**config.mk**
```make
export PLATFORM = sky130hd
export DESIGN_NAME = aes_result_writer_flat
export DESIGN_NICKNAME = d
export VERILOG_FILES = /design/src/rtl/aes_result_writer_pkg.sv /design/src/rtl/aes_result_writer_if.sv /design/src/rtl/aes_result_writer_result_fifo.sv /design/src/rtl/aes_result_writer.sv /design/src/flat_wrapper.sv
export SDC_FILE = /design/constraint.sdc
export NUM_CORES = 1
export LEC_CHECK = 0
export BUFFER_PORTS_ARGS = -buffer_cell sky130_fd_sc_hd__buf_4
export CAP_MARGIN = 20
export CORE_UTILIZATION = 57
export CTS_BUF_LIST = sky130_fd_sc_hd__clkbuf_16
export DETAILED_ROUTE_END_ITERATION = 10
export MAX_ROUTING_LAYER = met4
export PLACE_DENSITY = 0.89
export SYNTH_ARGS = -nofsm -noshare
export SYNTH_HDL_FRONTEND = slang
export SYNTH_SLANG_ARGS = --single-unit
```
**constraint.sdc**
```tcl
create_clock -name clk -period 13.9 [get_ports clk]
set_input_delay 1.39 -clock clk [delete_from_list [all_inputs] [get_ports clk]]
set_output_delay 1.39 -clock clk [all_outputs]
set_load 0.01 [all_outputs]
```
**src/rtl/aes_result_writer_pkg.sv**
```systemverilog
// Shared types and constants for the AES result writer: FSM encoding, block/word geometry.
package aes_pkg;

    typedef enum logic [1:0] {
        IDLE  = 2'd0,
        WRITE = 2'd1,
        DONE  = 2'd2
    } wr_state_t;

    localparam int BLOCK_W         = 128;
    localparam int WORD_W          = 32;
    localparam int WORDS_PER_BLOCK = 4;
    localparam int RESULT_W        = BLOCK_W + 1;
    localparam int ADDR_STEP       = WORD_W / 8;

    // Most significant word of a block; the writer shifts the block left so this is always current.
    function automatic logic [WORD_W-1:0] head_word(input logic [BLOCK_W-1:0] blk);
        return blk[BLOCK_W-1 -: WORD_W];
    endfunction

endpackage

```
**src/rtl/aes_result_writer_if.sv**
```systemverilog
// Bus bundle between the AES core / control unit, the result writer and the SRAM write port.
interface aes_result_writer_if #(
    parameter int ADDR_W = 32
);
    import aes_pkg::*;

    logic                clear;
    logic                addr_load;
    logic [ADDR_W-1:0]   addr_base;
    logic                aes_done;
    logic [RESULT_W-1:0] data_out;
    // sram_wen is the valid and sram_wack the ready: a word transfers on a cycle where both are
    // high, and sram_wen, sram_waddr and sram_wdata hold their values until that cycle.
    logic                sram_wen;
    logic [ADDR_W-1:0]   sram_waddr;
    logic [WORD_W-1:0]   sram_wdata;
    logic                sram_wack;
    logic                data_done;
    logic                last_done;
    logic                busy;
    logic                overflow;

    modport master (
        output clear, addr_load, addr_base, aes_done, data_out, sram_wack,
        input  sram_wen, sram_waddr, sram_wdata, data_done, last_done, busy, overflow
    );

    modport slave (
        input  clear, addr_load, addr_base, aes_done, data_out, sram_wack,
        output sram_wen, sram_waddr, sram_wdata, data_done, last_done, busy, overflow
    );

endinterface

```
**src/rtl/aes_result_writer_result_fifo.sv**
```systemverilog
// Small result FIFO with wrap-bit pointers; a push into a full FIFO is accepted when a pop
// happens in the same cycle, and the synchronous clear beats both.
module result_fifo #(
    parameter int DEPTH = 2,
    parameter int WIDTH = 129
) (
    input  logic             clk,
    input  logic             rst,
    input  logic             clear_i,
    input  logic             push_i,
    input  logic             pop_i,
    input  logic [WIDTH-1:0] wdata_i,
    output logic [WIDTH-1:0] rdata_o,
    output logic             full_o,
    output logic             empty_o
);

    localparam int AW = (DEPTH > 1) ? $clog2(DEPTH) : 1;

    logic [WIDTH-1:0] mem_q [DEPTH];
    logic [AW:0]      wptr_q, wptr_d;
    logic [AW:0]      rptr_q, rptr_d;
    logic             do_push;
    logic             do_pop;

    assign empty_o = (wptr_q == rptr_q);
    assign full_o  = (wptr_q[AW] != rptr_q[AW]) && (wptr_q[AW-1:0] == rptr_q[AW-1:0]);
    assign do_pop  = pop_i && !empty_o && !clear_i;
    assign do_push = push_i && (!full_o || do_pop) && !clear_i;
    assign rdata_o = mem_q[rptr_q[AW-1:0]];

    always_comb begin
        wptr_d = wptr_q;
        rptr_d = rptr_q;
        if (clear_i) begin
            wptr_d = '0;
            rptr_d = '0;
        end else begin
            if (do_push) wptr_d = wptr_q + (AW+1)'(1);
            if (do_pop)  rptr_d = rptr_q + (AW+1)'(1);
        end
    end

    always_ff @(posedge clk or posedge rst) begin
        if (rst) begin
            wptr_q <= '0;
            rptr_q <= '0;
        end else begin
            wptr_q <= wptr_d;
            rptr_q <= rptr_d;
        end
    end

    // Storage needs no reset: an entry is only read after it has been written.
    always_ff @(posedge clk) begin
        if (do_push) mem_q[wptr_q[AW-1:0]] <= wdata_i;
    end

endmodule

```
**src/rtl/aes_result_writer.sv**
```systemverilog
// Captures AES core results into a FIFO and writes each 128-bit block to SRAM as four
// 32-bit words, most significant word first, pulsing data_done when a block is written back.
module aes_result_writer
    import aes_pkg::*;
#(
    parameter int DEPTH  = 2,
    parameter int ADDR_W = 32
) (
    input  logic                clk,
    input  logic                rst,
    aes_result_writer_if.slave  bus,
    output wr_state_t           dbg_state_o
);

    localparam logic [1:0] LAST_IDX = 2'(WORDS_PER_BLOCK - 1);

    wr_state_t            state_q, state_d;
    logic [BLOCK_W-1:0]   block_q, block_d;
    logic                 last_q, last_d;
    logic [1:0]           idx_q, idx_d;
    logic [ADDR_W-1:0]    ptr_q, ptr_d;
    logic                 overflow_q, overflow_d;

    logic                 fifo_full;
    logic                 fifo_empty;
    logic                 fifo_pop;
    logic [RESULT_W-1:0]  fifo_rdata;

    assign fifo_pop = (state_q == IDLE) && !fifo_empty && !bus.clear;

    result_fifo #(
        .DEPTH (DEPTH),
        .WIDTH (RESULT_W)
    ) u_fifo (
        .clk     (clk),
        .rst     (rst),
        .clear_i (bus.clear),
        .push_i  (bus.aes_done),
        .pop_i   (fifo_pop),
        .wdata_i (bus.data_out),
        .rdata_o (fifo_rdata),
        .full_o  (fifo_full),
        .empty_o (fifo_empty)
    );

    // A result is dropped only when the FIFO is full and nothing leaves it this cycle.
    assign overflow_d = bus.clear ? 1'b0
                      : (overflow_q | (bus.aes_done && fifo_full && !fifo_pop));

    always_ff @(posedge clk or posedge rst) begin
        if (rst) state_q <= IDLE;
        else     state_q <= state_d;
    end

    always_comb begin
        state_d = state_q;
        if (bus.clear) begin
            state_d = IDLE;
        end else begin
            case (state_q)
                IDLE:    if (!fifo_empty) state_d = WRITE;
                WRITE:   if (bus.sram_wack && (idx_q == LAST_IDX)) state_d = DONE;
                DONE:    state_d = IDLE;
                default: state_d = IDLE;
            endcase
        end
    end

    always_comb begin
        bus.sram_wen   = 1'b0;
        bus.sram_waddr = '0;
        bus.sram_wdata = '0;
        bus.data_done  = 1'b0;
        bus.last_done  = 1'b0;
        case (state_q)
            WRITE: begin
                bus.sram_wen   = 1'b1;
                bus.sram_waddr = ptr_q;
                bus.sram_wdata = head_word(block_q);
            end
            DONE: begin
                bus.data_done = 1'b1;
                bus.last_done = last_q;
            end
            default: ;
        endcase
    end

    assign bus.busy     = (state_q != IDLE) || !fifo_empty;
    assign bus.overflow = overflow_q;
    assign dbg_state_o  = state_q;

    // Datapath next-state: pointer load/advance, block capture and word shifting.
    always_comb begin
        block_d = block_q;
        last_d  = last_q;
        idx_d   = idx_q;
        ptr_d   = ptr_q;
        if (!bus.clear) begin
            case (state_q)
                IDLE: begin
                    if (bus.addr_load) ptr_d = bus.addr_base;
                    if (!fifo_empty) begin
                        last_d  = fifo_rdata[RESULT_W-1];
                        block_d = fifo_rdata[BLOCK_W-1:0];
                        idx_d   = '0;
                    end
                end
                WRITE: begin
                    if (bus.sram_wack) begin
                        ptr_d   = ptr_q + ADDR_W'(ADDR_STEP);
                        block_d = {block_q[BLOCK_W-WORD_W-1:0], {WORD_W{1'b0}}};
                        idx_d   = idx_q + 2'd1;
                    end
                end
                default: ;
            endcase
        end
    end

    always_ff @(posedge clk or posedge rst) begin
        if (rst) begin
            block_q    <= '0;
            last_q     <= 1'b0;
            idx_q      <= '0;
            ptr_q      <= '0;
            overflow_q <= 1'b0;
        end else begin
            block_q    <= block_d;
            last_q     <= last_d;
            idx_q      <= idx_d;
            ptr_q      <= ptr_d;
            overflow_q <= overflow_d;
        end
    end

endmodule

```
**src/flat_wrapper.sv**
```systemverilog
// flat-port wrapper written by rule: the top's interface ports become plain ports
module aes_result_writer_flat import aes_pkg::*;
#(
    parameter int DEPTH  = 2,
    parameter int ADDR_W = 32
)
  (clk, rst, dbg_state_o, bus_clear, bus_addr_load, bus_addr_base, bus_aes_done, bus_data_out, bus_sram_wack, bus_sram_wen, bus_sram_waddr, bus_sram_wdata, bus_data_done, bus_last_done, bus_busy, bus_overflow);
  aes_result_writer_if #(.ADDR_W(ADDR_W)) bus_i ();
  input  logic clk;
  input  logic rst;
  output wr_state_t dbg_state_o;
  input wire logic [$bits(bus_i.clear)-1:0] bus_clear;
  input wire logic [$bits(bus_i.addr_load)-1:0] bus_addr_load;
  input wire logic [$bits(bus_i.addr_base)-1:0] bus_addr_base;
  input wire logic [$bits(bus_i.aes_done)-1:0] bus_aes_done;
  input wire logic [$bits(bus_i.data_out)-1:0] bus_data_out;
  input wire logic [$bits(bus_i.sram_wack)-1:0] bus_sram_wack;
  output wire logic [$bits(bus_i.sram_wen)-1:0] bus_sram_wen;
  output wire logic [$bits(bus_i.sram_waddr)-1:0] bus_sram_waddr;
  output wire logic [$bits(bus_i.sram_wdata)-1:0] bus_sram_wdata;
  output wire logic [$bits(bus_i.data_done)-1:0] bus_data_done;
  output wire logic [$bits(bus_i.last_done)-1:0] bus_last_done;
  output wire logic [$bits(bus_i.busy)-1:0] bus_busy;
  output wire logic [$bits(bus_i.overflow)-1:0] bus_overflow;
  assign bus_i.clear = bus_clear;
  assign bus_i.addr_load = bus_addr_load;
  assign bus_i.addr_base = bus_addr_base;
  assign bus_i.aes_done = bus_aes_done;
  assign bus_i.data_out = bus_data_out;
  assign bus_i.sram_wack = bus_sram_wack;
  assign bus_sram_wen = bus_i.sram_wen;
  assign bus_sram_waddr = bus_i.sram_waddr;
  assign bus_sram_wdata = bus_i.sram_wdata;
  assign bus_data_done = bus_i.data_done;
  assign bus_last_done = bus_i.last_done;
  assign bus_busy = bus_i.busy;
  assign bus_overflow = bus_i.overflow;
  aes_result_writer #(.DEPTH(DEPTH), .ADDR_W(ADDR_W)) u_core (.clk(clk), .rst(rst), .bus(bus_i), .dbg_state_o(dbg_state_o));
endmodule
```
==> results of run 1 <==
## where the power goes
group / leakage (nW) / internal, mW / switching, mW
clock network: 0.698 / 0.657 / 0.467
registers: 4.48 / 1.64 / 0.204
logic: 3.19 / 0.450 / 0.693
total: 8.37 / 2.74 / 1.36
## registers in the layout, summed over array words and instances (netlist names)
register / count
u_core.last_q: 1
u_core.ptr_q: 32
u_core.u_fifo.wptr_q: 2
u_core.dbg_state_o: 2
u_core.u_fifo.rptr_q: 2
u_core.idx_q: 2
u_core.bus.overflow: 1
u_core.block_q: 128
u_core.u_fifo.mem_q: 258
## area by class of cell
class | instances | area, sq um
inverters | 16 | 75.1
repair buffers | 251 | 1920
clock buffers | 43 | 1080
diodes | 2 | 5.00
well taps | 390 | 488
fillers | 1973 | 8980
clock inverters | 35 | 307
multi-input cells | 864 | 5090
flip-flops and latches | 428 | 12000
## cell usage after synthesis, drive strengths merged
library cell,number,area share [%]
nor3b,1,0.043
a21boi,1,0.043
a22oi,1,0.043
o211ai,1,0.071
and2,58,2.1
nand3b,1,0.043
o21ai,115,3.3
inv,16,0.34
a21oi,129,3.7
and3,3,0.11
o21a,2,0.085
nand4,11,0.51
o22ai,11,0.39
o32ai,2,0.10
o22a,2,0.10
a2bb2oi,12,0.60
nor4b,1,0.050
nor4,5,0.43
mux2i,130,7.4
a211oi,1,0.043
mux2,3,0.19
clkbuf,44,0.94
a22o,1,0.050
ha,2,0.14
a41oi,1,0.050
nand3,18,0.51
o2bb2ai,1,0.050
o31ai,34,1.5
edfxtp,258,44
or3,2,0.071
dfrtp,170,24
nor2,125,2.7
nand2b,2,0.071
a311oi,2,0.14
nor2b,1,0.036
and4,1,0.050
xor2,3,0.15
xnor2,4,0.20
o311ai,1,0.050
a31oi,4,0.14
nor3,9,0.26
nand2,162,3.5
a31o,1,0.050
buf,48,1.5
## worst max-delay path by stage
stage / from / end
global route: u_core.dbg_state_o[0]$_DFFE_PP0P_ / bus_sram_waddr[15]
finish: u_core.dbg_state_o[0]$_DFFE_PP0P_ / bus_sram_waddr[15]
floorplan: bus_clear / u_core.u_fifo.mem_q[0][0]$_DFFE_PP_
global placement: bus_clear / u_core.u_fifo.mem_q[1][120]$_DFFE_PP_
CTS: u_core.dbg_state_o[0]$_DFFE_PP0P_ / bus_sram_waddr[15]
detailed placement: bus_clear / u_core.u_fifo.mem_q[1][113]$_DFFE_PP_
## layout by cell type, fill, tap and decap left out, drive strengths merged, types with 3 or more instances in the layout
cell | synthesis | final
xnor2 | 4 | 4
nand4 | 11 | 11
mux2 | 3 | 3
mux2i | 130 | 130
nor2 | 125 | 125
clkinvlp | 0 | 3
dfrtp | 170 | 170
and3 | 3 | 3
o22ai | 11 | 11
buf | 48 | 250
clkinv | 0 | 19
bufinv | 0 | 5
o21ai | 115 | 115
a21oi | 129 | 129
o31ai | 34 | 34
inv | 16 | 24
edfxtp | 258 | 258
nand3 | 18 | 18
xor2 | 3 | 3
nor4 | 5 | 5
a31oi | 4 | 4
and2 | 58 | 58
a2bb2oi | 12 | 12
nand2 | 162 | 162
nor3 | 9 | 9
clkbuf | 44 | 44
## cells by family (layout without fill, tap and decap cells)
family                     after synthesis  count (layout)  synth area share [%]
other                                    0               2                     0
adders and majority gates                2               2                 0.142
muxes                                  133             133                  7.60
buffers and inverters                  108             345                  2.83
AOI/OAI and AO/OA                      322             322                  10.4
and+or+nand+nor                        400             400                  10.4
xor gates and xnor gates                 7               7                 0.349
DFF                                    428             428                  68.3
## metal layers
metal | global-route usage, % | part of all wire, % | vias up
met5 | - | 0 | -
met4 | 8.33 | 3.1 | 0
met3 | 4.13 | 7.3 | 81
met2 | 38.9 | 48 | 543
met1 | 34.5 | 42 | 5717
li1 | - | - | 5463
## worst max-delay path: cells and delay by family, from the launching register on
kind / cells / cell delay, ns
buf+inv: 4 / 1.52
flops: 1 / 0.61
simple gates: 2 / 0.48
==> results_dict.tcl, run 1 <==
set metrics [dict create \
    seq_area_frac_synth_pct 68.3 \
    numCtsBuffers 42 \
    fin_crit_ns 4.66 \
    clkTransAtPathRegs_ns 0.06 \
    cp.arrival_ns 3.27 \
    die_width_um 178 \
    clkLatencyLatePin_ns 0.55 \
    viasPerCell 5.82 \
    tns_ns 0 \
    cp_max_fo 123 \
    antenna_found_initial 2 \
    fin_nets 1772 \
    syn_nets 1569 \
    dpl_cell_area_sq_mm 0.0195 \
    slew_viol_final 0 \
    grt_pass1_wl_mm 59.0 \
    tightestPinTransition_ns 1.12 \
    clock-sinks 428 \
    grt_pass1_vias 11100 \
    hold_end "u_core.block_q[123]$_DFFE_PP0P_" \
    holdWs_ns 0.475 \
    hpwl_mm 24.4 \
    fin_crit_sh_pct 33.5 \
    placementRows 63 \
    maxSlewHeadroom_pct 25.5 \
    min_from "u_core.block_q[123]$_DFFE_PP0P_" \
    drt-total-wl_mm 38.6 \
    netlist_area_sq_mm 0.0176 \
    r2r-end "u_core.u_fifo.mem_q[0][112]$_DFFE_PP_" \
    fin_area_sq_mm 0.0210 \
    hold_depth 2 \
    start_util_pct 58.7 \
    worstReg2RegStart "u_core.u_fifo.rptr_q[0]$_DFFE_PP0P_" \
    fp.dieArea_sq_mm 0.0315 \
    area_growth_syn_to_layout_pct 19.3 \
    r2r_cells 5 \
    grt-ovfl-total 0 \
    dr_total_vias 11800 \
    netlist-cell-type-count 52 \
    final_layout_size_suffix_gt1_share_pct 19.9 \
    setup_slack_ns 9.24 \
    die_h_um 178 \
    postSynthAreaPerCell_sq_um 12.6 \
    synthCells 1400 \
    power.total_mw 4.11 \
    final_util_pct 70.0 \
    place.gp.congestion 0.873 \
    cp_slowest_cell "buf_4" \
    cap_violations 0 \
    hp-class "reg -> reg" \
    final_cell_count_no_fill 2029 \
    slowest_delay_ns 0.79 \
    r2r_setup_slack_ns 10.62 \
    powerDensity_mw_per_mm2 196 \
    worst_setup_path_end_kind "primary output" \
    dp_slack_ns 9.80 \
    dp_cells 1947 \
    hold_viol 0 \
    cts_resized 0 \
    drc 0 \
    first_iter_violations 1108 \
    htreeDepth 2 \
    cts_setup_buffers 0 \
    ys_warn_count 0 \
    dr.pass1.iters 7 \
    route.antenna.remaining_nets 0 \
    start_kind "register" \
    ir_drop_mv 0.128 \
    skew_ns 0.0204 \
    synth_seq_cells 428 \
    hold_buffers 0 \
    ctsRootBufferMaster "clkbuf_16" \
    power.leakage_nw 8.37 \
    core_area_sq_mm 0.0300 \
    required_ns 12.51 \
    port_buffers 237 \
    routedWlPerCell_um 19.0 \
    grt_use_total_pct 25.2 \
    clockBufferDepth 3 \
    setup_viol 0 \
    fmax_mhz 215 \
    ios 238 \
    critical_path_class "reg -> out" \
    rsz0062_at_grt "false" \
    cts_tree "yes" \
    cp_cell_sequence "nand2b_1 > inv_8 > buf_4 > nand2_1 > inv_1 > buf_4" \
    crit_top_cell "buf_4" \
    grt_max_degree 124 \
    status "completed" \
]
No activity file was read; power rests on OpenSTA's default activity.
==> run 2: changes to the inputs <==
- CORE_UTILIZATION: 57 -> 52
- PLACE_DENSITY: 0.89 -> 0.86
- clock period: 13.9 -> 3.9 ns (I/O delays scaled with it)
==> run 2 against run 1 <==
Compared with the run above: the flow now finishes with violations (negative hold slack); largest power group unchanged; utilization shrank 3.4 points; critical path type unchanged; final cell count rose by 5.8%; register-to-register slack worse by 9.3 ns.
==> results_dict.tcl, run 2 (synthesized netlist as in run 1, its figures left out) <==
set metrics [dict create \
    clkLatencyLatePin_ns 0.57 \
    fmax_mhz 326 \
    start_util_pct 53.5 \
    critical_path_class "reg -> out" \
    hp-class "in -> async" \
    routedWlPerCell_um 19.3 \
    antenna_found_initial 0 \
    holdWs_ns -0.0243 \
    slew_viol_final 0 \
    clock-sinks 428 \
    first_iter_violations 925 \
    ctsRootBufferMaster "clkbuf_16" \
    grt_pass1_vias 11700 \
    htreeDepth 2 \
    fin_area_sq_mm 0.0219 \
    rsz0062_at_grt "false" \
    fin_crit_sh_pct 78.7 \
    largest_reg_flops 258 \
    dr.pass1.iters 5 \
    power.leakage_nw 8.73 \
    cap_violations 0 \
    slowest_delay_ns 0.65 \
    grt-ovfl-total 0 \
    cts_tree "yes" \
    grt_use_total_pct 24.5 \
    placementRows 66 \
    powerDensity_mw_per_mm2 691 \
    clockBufferDepth 3 \
    numCtsBuffers 43 \
    route.antenna.remaining_nets 0 \
    grt_pass1_wl_mm 62.9 \
    critPathTopFamily "buffers and inverters" \
    fin_crit_ns 3.07 \
    cp.arrival_ns 2.68 \
    drt-total-wl_mm 41.3 \
    ios 238 \
    cp_cell_sequence "nand2b_1 > inv_8 > buf_12 > and2_1 > buf_4" \
    place.gp.congestion 0.844 \
    multi_input_area_sq_mm 0.00514 \
    grt_max_degree 112 \
    skew_ns 0.0248 \
    dr_total_vias 12100 \
    tns_ns 0 \
    core_area_sq_mm 0.0329 \
    die_width_um 186 \
    area_growth_syn_to_layout_pct 24.6 \
    cts_setup_buffers 0 \
    hpwl_mm 25.7 \
    clkTransAtPathRegs_ns 0.06 \
    port_buffers 237 \
    most-common-layout-cells "edfxtp_1 (258), buf_4 (256), dfrtp_1 (169), nand2_1 (162), mux2i_1 (130)" \
    cp_slowest_cell "dfrtp_1" \
    cp_max_fo 111 \
    ir_drop_mv 0.382 \
    fin_nets 1838 \
    viasPerCell 5.62 \
    hold_viol 9 \
    seq_area_sq_mm 0.0120 \
    violations "negative hold slack" \
    cts_resized 0 \
    maxSlewHeadroom_pct 30.3 \
    crit_buf_inv 3 \
    status "finished with violations" \
    drc 0 \
    layout_commonest_cell "edfxtp_1" \
    antennaDiodeCount 0 \
    fp.dieArea_sq_mm 0.0345 \
    required_ns 3.51 \
    die_h_um 186 \
    tightestPinTransition_ns 1.04 \
    setup_viol 0 \
    final_layout_size_suffix_gt1_share_pct 20.9 \
    worst_setup_path_end_kind "primary output" \
    num-fill-cells 2270 \
    start_kind "register" \
    dpl_cell_area_sq_mm 0.0200 \
]
## run 2: cell count changes in the layout (fill, tap and decap cells not counted), sizes merged
cell         delta
dlygate4sd3    +47
buf            +19
clkinv          -7
clkinvlp        +4
inv             +3
diode           -2
bufinv          +1
## run 2: worst paths after layout
path / startpoint / endpoint / slack, ns / depth (start not counted)
setup / recovery: u_core.dbg_state_o[0]$_DFFE_PP0P_ / bus_sram_waddr[22] / 0.83 / 5
hold / removal: rst / u_core.ptr_q[0]$_DFFE_PP0P_ / -0.02 / 3
setup reg to reg: u_core.u_fifo.rptr_q[0]$_DFFE_PP0P_ / u_core.u_fifo.mem_q[0][96]$_DFFE_PP_ / 1.32 / 4
hold reg to reg: u_core.block_q[115]$_DFFE_PP0P_ / u_core.block_q[115]$_DFFE_PP0P_ / 0.47 / 2
max in group asynchronous: rst / u_core.block_q[82]$_DFFE_PP0P_ / 3.11 / 3
min in group clk: bus_data_out[22] / u_core.u_fifo.mem_q[0][22]$_DFFE_PP_ / 0.02 / 1
## run 2: per-stage QoR
step / cells / utilization [%] / total power, mW / setup slack (ns)
final: 2146 / 66.6 / 15.1 / 0.829
after global routing: 2146 / 66.6 / 15.9 / 0.671
after CTS: 2129 / 66.1 / 15.1 / 0.842
after detailed placement: 2019 / 60.7 / 10.8 / 1.31
after global placement: 2019 / 60.7 / 10.6 / 1.35
after floorplan: 1400 / - / 9.35 / -0.546
## run 2: routing by layer
layer	up-vias	global-route usage, %	share of wire [%]
li1	5601	-	-
met1	5901	32.5	41
met2	471	38.6	49
met3	77	4.77	7.2
met4	0	7.11	2.6
met5	-	-	0
## run 2: tightest hold or removal path: stages
cell	delay, ns
buf_4	0.12
clkinvlp_4	0.08
buf_12	0.40
## run 2: layout make-up
type	instances	area share (%)
Tap cell	442	2.53
Inverter	16	0.326
Clock inverter	36	1.70
Clock buffer	44	5.03
Multi-Input combinational cell	864	23.5
Timing Repair Buffer	316	12.1
Sequential cell	428	54.8
## run 2: what timing repair did
action	in CTS	in global routing
endpoints found under the hold margin	53	31
hold buffers	30	17
endpoints found under the setup margin	0	0
## run 2: report_power, final
group          switching [mW]  internal [mW]  total (mW)
logic                    2.55           1.75        4.30
registers               0.751           5.83        6.58
clock network            1.78           2.48        4.27
==> run 3: changes to the inputs <==
- CORE_UTILIZATION: 52 -> 57
- PLACE_DENSITY: 0.86 -> 0.89
- clock period: 3.9 -> 3.1 ns (I/O delays scaled with it)
==> run 3 against run 2 <==
Compared with the run above: global-route usage is 4.4 points higher; worst setup slack worse by 0.62 ns; the flow now finishes without violations; highest routed layer unchanged; wire length is 5.5% higher; worst hold slack better by 0.031 ns; largest power group unchanged; clock skew is 0.011 ns higher; non-clock buffer count is 88 higher; clock power is 13% higher.
==> results_dict.tcl, run 3 (synthesized netlist as in run 1, its figures left out) <==
set metrics [dict create \
    status "completed" \
    cp.arrival_ns 2.58 \
    slew_viol_final 0 \
    dpl_cell_area_sq_mm 0.0199 \
    drc 0 \
    fin_crit_ns 2.89 \
    core_area_sq_mm 0.0300 \
    cp_max_fo 82 \
    most-common-layout-cells "buf_4 (258), edfxtp_1 (258), dfrtp_1 (169), nand2_1 (162), dlygate4sd3_1 (133)" \
    fmax_mhz 346 \
    hold_viol 0 \
    grt_use_total_pct 28.9 \
    place.gp.congestion 0.885 \
    fin_crit_sh_pct 93.3 \
    crit_start "u_core.dbg_state_o[0]$_DFFE_PP0P_" \
    clockBufferDepth 3 \
    placementRows 63 \
    worstReg2RegStart "u_core.u_fifo.rptr_q[1]$_DFFE_PP0P_" \
    critical_path_class "reg -> out" \
    fin_nets 1926 \
    die_h_um 178 \
    hp-class "in -> reg" \
    maxSlewHeadroom_pct 33.8 \
    numCtsBuffers 43 \
    setup_viol 0 \
    dr.pass1.iters 6 \
    grt-ovfl-total 0 \
    r2r_cells 6 \
    clock-sinks 428 \
    skew_ns 0.0355 \
    worst_setup_path_end_kind "primary output" \
    start_util_pct 58.7 \
    grt_max_degree 131 \
    ios 238 \
    hpwl_mm 25.8 \
    area_growth_syn_to_layout_pct 28.4 \
    seqPwrFrac_pct 44.2 \
    drt-total-wl_mm 43.6 \
    pwr-share-comb_pct 30.0 \
    ctsRootBufferMaster "clkbuf_16" \
    power.leakage_nw 9.07 \
    cts_resized 0 \
    htreeDepth 2 \
    swShare_pct 34.3 \
    clkTransAtPathRegs_ns 0.06 \
    fp.dieArea_sq_mm 0.0315 \
    netSwitchingPower_mw 6.42 \
    final_cell_count_no_fill 2185 \
    p_int_mw 12.3 \
    first_iter_violations 1286 \
    grt_pass1_wl_mm 67.4 \
    rsz0062_at_grt "false" \
    dp_cells 1969 \
    largest_reg_flops 258 \
    cap_violations 0 \
    dr_total_vias 12600 \
    fin_area_sq_mm 0.0226 \
    final_layout_size_suffix_gt1_share_pct 19.4 \
    r2r-end "u_core.block_q[122]$_DFFE_PP0P_" \
    min_from "bus_addr_base[31]" \
    routedWlPerCell_um 19.9 \
    cts_tree "yes" \
    die_width_um 178 \
    hold_end "u_core.ptr_q[31]$_DFFE_PP0P_" \
    powerDensity_mw_per_mm2 829 \
    clkLatencyLatePin_ns 0.57 \
    tightestPinTransition_ns 0.993 \
    grt_pass1_vias 12500 \
    ir_drop_mv 0.490 \
    hold_depth 3 \
    antenna_found_initial 2 \
    route.antenna.remaining_nets 0 \
    viasPerCell 5.76 \
    port_buffers 237 \
    r2r_setup_slack_ns 0.61 \
    clkPwrFrac_pct 25.8 \
    required_ns 2.79 \
    start_kind "register" \
    power.total_mw 18.7 \
]
## run 3: changes by cell type in the layout (fill, tap and decap cells not counted), moves of 3 or more
cell,previous run,this run
dlygate4sd3_1,47,133
clkinv_1,7,10
clkinv_2,5,8
bufinv_16,6,1
diode_2,0,3
inv_1,20,28
inv_6,4,0
clkinvlp_4,6,1
## run 3: power by group through the flow
stage,clock (mW),sequential [mW],combinational [mW]
CTS,4.83,8.19,5.54
finish,4.83,8.27,5.61
detailed placement,0,8.29,5.33
global placement,0,8.21,5.10
global route,5.12,8.37,6.19
floorplan,0,7.96,3.80
## run 3: through the flow
stage / hold WS, ns / setup TNS (ns) / worst slack (ns) / utilization [%]
final: 0.00670 / 0 / 0.208 / 75.3
after global routing: 0.0309 / 0 / 0.0219 / 75.3
after CTS: 0.00113 / 0 / 0.225 / 75.3
after detailed placement: 0.227 / 0 / 0.801 / 66.5
after global placement: 0.228 / 0 / 0.930 / 66.5
after floorplan: 0.409 / -339.55 / -1.35 / -
## run 3: final cells by class
type,count,area [sq um]
sequential,428,12000
fill,1781,7390
clock buffer,44,1100
multi-input combinational,864,5140
timing repair buffer,404,3530
tap,390,488
clock inverter,36,213
antenna,3,7.51
inverter,16,71.3
## run 3: what timing repair did
item,4_1_cts,5_1_grt
hold endpoints to repair,263,0
hold buffers,133,0
setup buffers,0,0
## run 3: critical path, stage by stage, from the launching register on
cell and delay [ns]:
dfrtp_1 0.65, nand2b_1 0.27, inv_8 0.39, buf_4 0.34, and2_1 0.19, buf_4 0.12
## run 3: worst max-delay path by stage
stage,endpoint,slack (ns),depth (start not counted)
after floorplan,u_core.u_fifo.mem_q[0][0]$_DFFE_PP_,-1.35,4
after CTS,bus_sram_waddr[16],0.22,5
after detailed placement,bus_sram_waddr[16],0.80,5
final,bus_sram_waddr[16],0.21,5
after global placement,bus_sram_waddr[16],0.93,5
after global routing,bus_sram_waddr[16],0.02,5
## run 3: layer usage
| layer | share of wire, % | GRT usage (%) |
|---|---|---|
| met5 | 0 | - |
| met4 | 3.8 | 12.2 |
| met3 | 6.5 | 3.86 |
| met2 | 50 | 46.7 |
| met1 | 40 | 36.9 |
